`config.mk`:
```
export PLATFORM = sky130hd
export DESIGN_NAME = lector_destinos_externos
export DESIGN_NICKNAME = d
export VERILOG_FILES = /design/src/rtl/lector_destinos_externos.sv
export SDC_FILE = /design/constraint.sdc
export NUM_CORES = 1
export LEC_CHECK = 0
export BUFFER_PORTS_ARGS = -buffer_cell sky130_fd_sc_hd__buf_2
export CORE_MARGIN = 2
export CORE_UTILIZATION = 40
export CTS_CLUSTER_DIAMETER = 60
export CTS_CLUSTER_SIZE = 40
export DETAILED_ROUTE_END_ITERATION = 10
export PLACE_DENSITY_LB_ADDON = 0.12
export RECOVER_POWER = 50
export SLEW_MARGIN = 20
export SYNTH_ARGS = -nofsm -noshare
export SYNTH_HDL_FRONTEND = slang
export SYNTH_SLANG_ARGS = --single-unit
```
`constraint.sdc`:
```
create_clock -name clk -period 3.6 [get_ports clk]
set_input_delay 1.08 -clock clk [delete_from_list [all_inputs] [get_ports clk]]
set_output_delay 1.08 -clock clk [all_outputs]
set_load 0.01 [all_outputs]
```
`src/rtl/lector_destinos_externos.sv`:
```
// lector_destinos_externos
//
// Sequential reader for the external-destination queue ROM. A start pulse
// walks the ROM address from 0 to DEPTH-1. Each combinational ROM word is
// latched and then offered to the elevator controller over a valid/ready
// handshake.
//
// Optional feature macro: DEDUP_EN.
//   When defined, a fetched word whose floor code [1:0] matches the floor
//   code of the last delivered word is skipped without an offer cycle.
//   The "last delivered" record is cleared by reset and by every start.
//
// Ports:
//   clk        in   rising-edge system clock
//   reset      in   asynchronous, active-high reset
//   start      in   one-cycle pass request, honoured only while idle
//   loop       in   sampled at end of pass: 1 = restart at 0, 0 = finish
//   address    out  ROM address (the registered read pointer)
//   destino    in   ROM data for the current address
//   dest_data  out  latched destination word offered to the consumer
//   dest_valid out  dest_data holds an undelivered word
//   dest_ready in   consumer accepts dest_data this cycle
//   busy       out  high in every state except IDLE
//   done       out  one-cycle pulse when a non-looping pass completes
module lector_destinos_externos #(
  parameter int DEPTH  = 10,
  parameter int ADDR_W = 8,
  parameter int DEST_W = 24
) (
  input  logic              clk,
  input  logic              reset,
  input  logic              start,
  input  logic              loop,
  output logic [ADDR_W-1:0] address,
  input  logic [DEST_W-1:0] destino,
  output logic [DEST_W-1:0] dest_data,
  output logic              dest_valid,
  input  logic              dest_ready,
  output logic              busy,
  output logic              done
);

  typedef enum logic [1:0] {
    IDLE  = 2'd0,
    FETCH = 2'd1,
    OFFER = 2'd2,
    DONE  = 2'd3
  } state_t;

  localparam logic [ADDR_W-1:0] LAST_PTR = ADDR_W'(DEPTH - 1);
  localparam logic [ADDR_W-1:0] PTR_ONE  = ADDR_W'(1);
  localparam logic [ADDR_W-1:0] PTR_ZERO = ADDR_W'(0);

  state_t              state_q, state_d;
  logic [ADDR_W-1:0]   ptr_q, ptr_d;
  logic [DEST_W-1:0]   dest_data_q, dest_data_d;
  logic                dest_valid_q, dest_valid_d;
  logic                busy_q, busy_d;
  logic                done_q, done_d;

  // Where the walk goes once the current entry is finished (delivered or skipped).
  state_t              adv_state;
  logic [ADDR_W-1:0]   adv_ptr;

`ifdef DEDUP_EN
  logic [1:0]          last_floor_q, last_floor_d;
  logic                last_vld_q, last_vld_d;
`endif

  // Advance rule: explicit wrap at DEPTH-1, never modular overflow of ptr.
  always_comb begin
    adv_state = FETCH;
    adv_ptr   = ptr_q;
    if (ptr_q == LAST_PTR) begin
      if (loop) begin
        adv_state = FETCH;
        adv_ptr   = PTR_ZERO;
      end else begin
        adv_state = DONE;
        adv_ptr   = ptr_q;
      end
    end else begin
      adv_state = FETCH;
      adv_ptr   = ptr_q + PTR_ONE;
    end
  end

  // Next-state, next-pointer, data latch and registered output decode.
  always_comb begin
    state_d     = state_q;
    ptr_d       = ptr_q;
    dest_data_d = dest_data_q;
`ifdef DEDUP_EN
    last_floor_d = last_floor_q;
    last_vld_d   = last_vld_q;
`endif
    case (state_q)
      IDLE: begin
        if (start) begin
          state_d = FETCH;
          ptr_d   = PTR_ZERO;
`ifdef DEDUP_EN
          last_vld_d = 1'b0;
`endif
        end else begin
          state_d = IDLE;
        end
      end
      FETCH: begin
`ifdef DEDUP_EN
        // A repeat of the last delivered floor is dropped with no offer cycle.
        if (last_vld_q && (destino[1:0] == last_floor_q)) begin
          state_d = adv_state;
          ptr_d   = adv_ptr;
        end else begin
          dest_data_d = destino;
          state_d     = OFFER;
        end
`else
        dest_data_d = destino;
        state_d     = OFFER;
`endif
      end
      OFFER: begin
        if (dest_ready) begin
          state_d = adv_state;
          ptr_d   = adv_ptr;
`ifdef DEDUP_EN
          last_floor_d = dest_data_q[1:0];
          last_vld_d   = 1'b1;
`endif
        end else begin
          state_d = OFFER;
        end
      end
      DONE: begin
        state_d = IDLE;
      end
      default: begin
        state_d = IDLE;
      end
    endcase

    // Outputs are decoded from the next state so they come straight off flops.
    busy_d       = (state_d != IDLE);
    dest_valid_d = (state_d == OFFER);
    done_d       = (state_d == DONE);
  end

  // State, pointer and output registers with asynchronous reset.
  always_ff @(posedge clk or posedge reset) begin
    if (reset) begin
      state_q      <= IDLE;
      ptr_q        <= PTR_ZERO;
      dest_data_q  <= {DEST_W{1'b0}};
      dest_valid_q <= 1'b0;
      busy_q       <= 1'b0;
      done_q       <= 1'b0;
`ifdef DEDUP_EN
      last_floor_q <= 2'b00;
      last_vld_q   <= 1'b0;
`endif
    end else begin
      state_q      <= state_d;
      ptr_q        <= ptr_d;
      dest_data_q  <= dest_data_d;
      dest_valid_q <= dest_valid_d;
      busy_q       <= busy_d;
      done_q       <= done_d;
`ifdef DEDUP_EN
      last_floor_q <= last_floor_d;
      last_vld_q   <= last_vld_d;
`endif
    end
  end

  assign address    = ptr_q;
  assign dest_data  = dest_data_q;
  assign dest_valid = dest_valid_q;
  assign busy       = busy_q;
  assign done       = done_q;

endmodule
```
==> flow_summary_export.csv <==
group,metric,value,unit
routing,antenna_left,0,
sta,holdWs,0.501,ns
floorplanning,rows,22,
status,status,"complete, no violations",
hold_path,hp-class,"flop to flop",
placed_design,hpwl,2290,um
sta,setup-tns-final,0,ns
synth,synthArstFlopShare,100,%
final_layout,final_core_util,54.5,%
clocking,cts_made_buffers,5,
floorplanning,core-area,3720,um^2
run,drv_cap,0,
placed_design,dp.cells,229,
routing,wire_per_inst,12.9,um
floorplanning,die_area,4430,um^2
worst_setup_path,crit_fanout,19,
pwr,netSwitchingPower,0.523,mW
grt,grt-ovfl-total,0,
pwr,p_seq_share,43.4,%
synth,seq_area_frac_synth,59.2,%
sta,setup_viol,0,
synth,synth_cell_types,31,
final_layout,syn_to_final_growth,29.4,%
sta,period_needed,2.11,ns
grt,antenna_found_initial,0,
pwr,switching_share,33.1,%
final_layout,fin_cells,237,
synth,synth_flop_cell,"dfrtp_1",
synth,yosysTopAreaCell,"dfrtp_1",
sta,finClkSkew,0.00585,ns
clocking,cts_tree,"built",
grt,grt_pass1_wl,4860,um
clocking,clock_path_buffers,2,
sta,rsz0062_at_grt,"false",
worst_setup_path,end_kind,"flop",
grt,track_usage,14.8,%
worst_setup_path,path_class,"flop to flop",
final_layout,fin_nets,219,
synth,yosys.area.top_type_share,59.2,%
pwr,power_frac_comb,38.0,%
synth,synth_warnings,0,
floorplanning,ios,64,
synth,syn_nets,150,
pwr,clockPowerShare,18.6,%
pwr,p_leak,0.993,nW
clocking,insertion_delay,0.28,ns
placed_design,place.port_buffers,63,
pwr,p_int,1.05,mW
synth,synth-edff-count,0,
routing,routed_wirelength,3060,um
synth,synth-seq-cells,37,
pwr,ir_drop,254,uV
clocking,clock_sinks,37,
pwr,power.density,779,nW/um^2
synth,netlist_top_cells_area,"dfrtp_1 59%, mux2_2 17%, a31oi_1 2.0%",
synth,yosys.area_share.simple,10.6,%
sta,worstMarginPinSlew,0.995,ns
worst_setup_path,cp.required,3.76,ns
routing,drc,0,
clocking,clockRootBuffer,"clkbuf_8",
synth,synthMuxAreaShare,18.5,%
synth,synth_adder_area_share,1.60,%
floorplanning,start_util,42.1,%
sta,slew_headroom,33.6,%
floorplanning,die_h,66.6,um
routing,route.vias.total,1169,
placed_design,place.gp.congestion,0.843,
sta,hold_viol,0,
pwr,total_power,1.58,mW
synth,syn_inst,119,
worst_setup_path,cp_data_arrival_time,2.28,ns
grt,grt_pass1_vias,1100,
routing,drtIter0Drc,51,
final_layout,drive_gt1_share,52.9,%
floorplanning,die_w,66.6,um
clocking,ctsResizeCount,0,
synth,synth_area,1570,um^2
sta,clock.fmax,473,MHz
clocking,htreeDepth,2,
synth,synth-compound-area-share,7.91,%
clocking,clkTransAtPathRegs,0.07,ns
routing,firstDrtPassIters,5,
synth,synth.most_common_cell,"dfrtp_1",
worst_setup_path,start_kind,"flop",
clocking,postCtsHoldBufs,0,
synth,synth_top_family_by_area,"multiplexers",
synth,synth_xor_area_share,0,%
clocking,postCtsSetupBuffers,0,
sta,min_period_over_period,58.7,%
sta,drv_slew,0,
grt,grt_max_degree,38,
final_layout,diodes,0,
synth,synth_commonest_cells,"37 x dfrtp_1, 24 x mux2_2, 6 x nor2_1",
synth,avgSynthCellArea,13.2,um^2
routing,via_per_inst,4.93,
## registers in the layout (all words and copies together), names as in the netlist
register    cells
address         8
state_q         2
dest_data      24
dest_valid      1
busy            1
done            1
## critical path, cell delays in order, from the launching register on
cell,delay (ns)
dfrtp_1,0.46
nand2b_1,0.32
clkbuf_1,0.78
mux2_2,0.42
## per-layer routing
layer / GRT usage, % / routed length [um]
met1: 17.1 / 1250
met2: 24.8 / 1560
met3: 4.22 / 224
met4: 7.91 / 21
met5: 0 / 0
## placed cells by master (no fill, tap or decap), types with 2 or more instances in the layout
| cell type | netlist | final |
|---|---|---|
| buf_2 | 2 | 61 |
| dfrtp_1 | 37 | 37 |
| mux2_2 | 24 | 24 |
| nor2_1 | 6 | 6 |
| clkbuf_8 | 0 | 6 |
| nand2_1 | 5 | 5 |
| a31oi_1 | 5 | 5 |
| a21oi_1 | 4 | 4 |
| nand3_1 | 3 | 3 |
| o21ai_0 | 3 | 3 |
| nor4_1 | 3 | 3 |
| clkbuf_1 | 0 | 3 |
| nand2b_1 | 2 | 2 |
| mux2i_1 | 2 | 2 |
| or2_0 | 1 | 2 |
| clkinv_4 | 1 | 2 |
| nor3_1 | 2 | 2 |
| inv_1 | 2 | 2 |
| o21bai_1 | 2 | 2 |
| ha_1 | 2 | 2 |
## area by class of cell
cell class	count	area, um^2
Clock buffer	6	82.6
Clock inverter	2	13.8
Fill cell	339	1690
Inverter	3	16.3
Multi-Input combinational cell	76	603
Sequential cell	37	926
Tap cell	48	60.1
Timing Repair Buffer	65	324
## logic make-up (layout without fill, tap and decap cells)
logic type,count (synthesis),in the layout
flip-flops,37,37
AND/OR/NAND/NOR,29,29
buffers and inverters,6,76
AO/OA/AOI/OAI,19,19
adder cells (fa/ha/maj),2,2
multiplexers,26,26
## worst paths after layout
path	start	endpoint	slack, ns	cells after the start
min reg2reg	dest_data[9]	dest_data[9]	0.50	1
min	dest_data[9]	dest_data[9]	0.50	1
max reg2reg	state_q[1]	dest_data[16]	1.49	3
min in group asynchronous	reset	dest_data[21]	0.89	3
max in group asynchronous	reset	address[0]	2.38	3
max	state_q[1]	dest_data[16]	1.49	3
## through the flow
stage | setup WS, ns | area (um^2)
final | 1.49 | 2030
after global routing | 1.31 | 2030
after CTS | 1.55 | 2030
after detailed placement | 1.50 | 1940
after global placement | 1.53 | 1940
after floorplan | 1.68 | 1570
## power by group through the flow
stage	Sequential [mW]	Clock, mW	Combinational (mW)
floorplan	0.766	0	0.312
global placement	0.682	0	0.604
detailed placement	0.696	0	0.618
CTS	0.688	0.307	0.618
global route	0.710	0.326	0.657
finish	0.685	0.294	0.599
(Power assumes the default switching activity.)
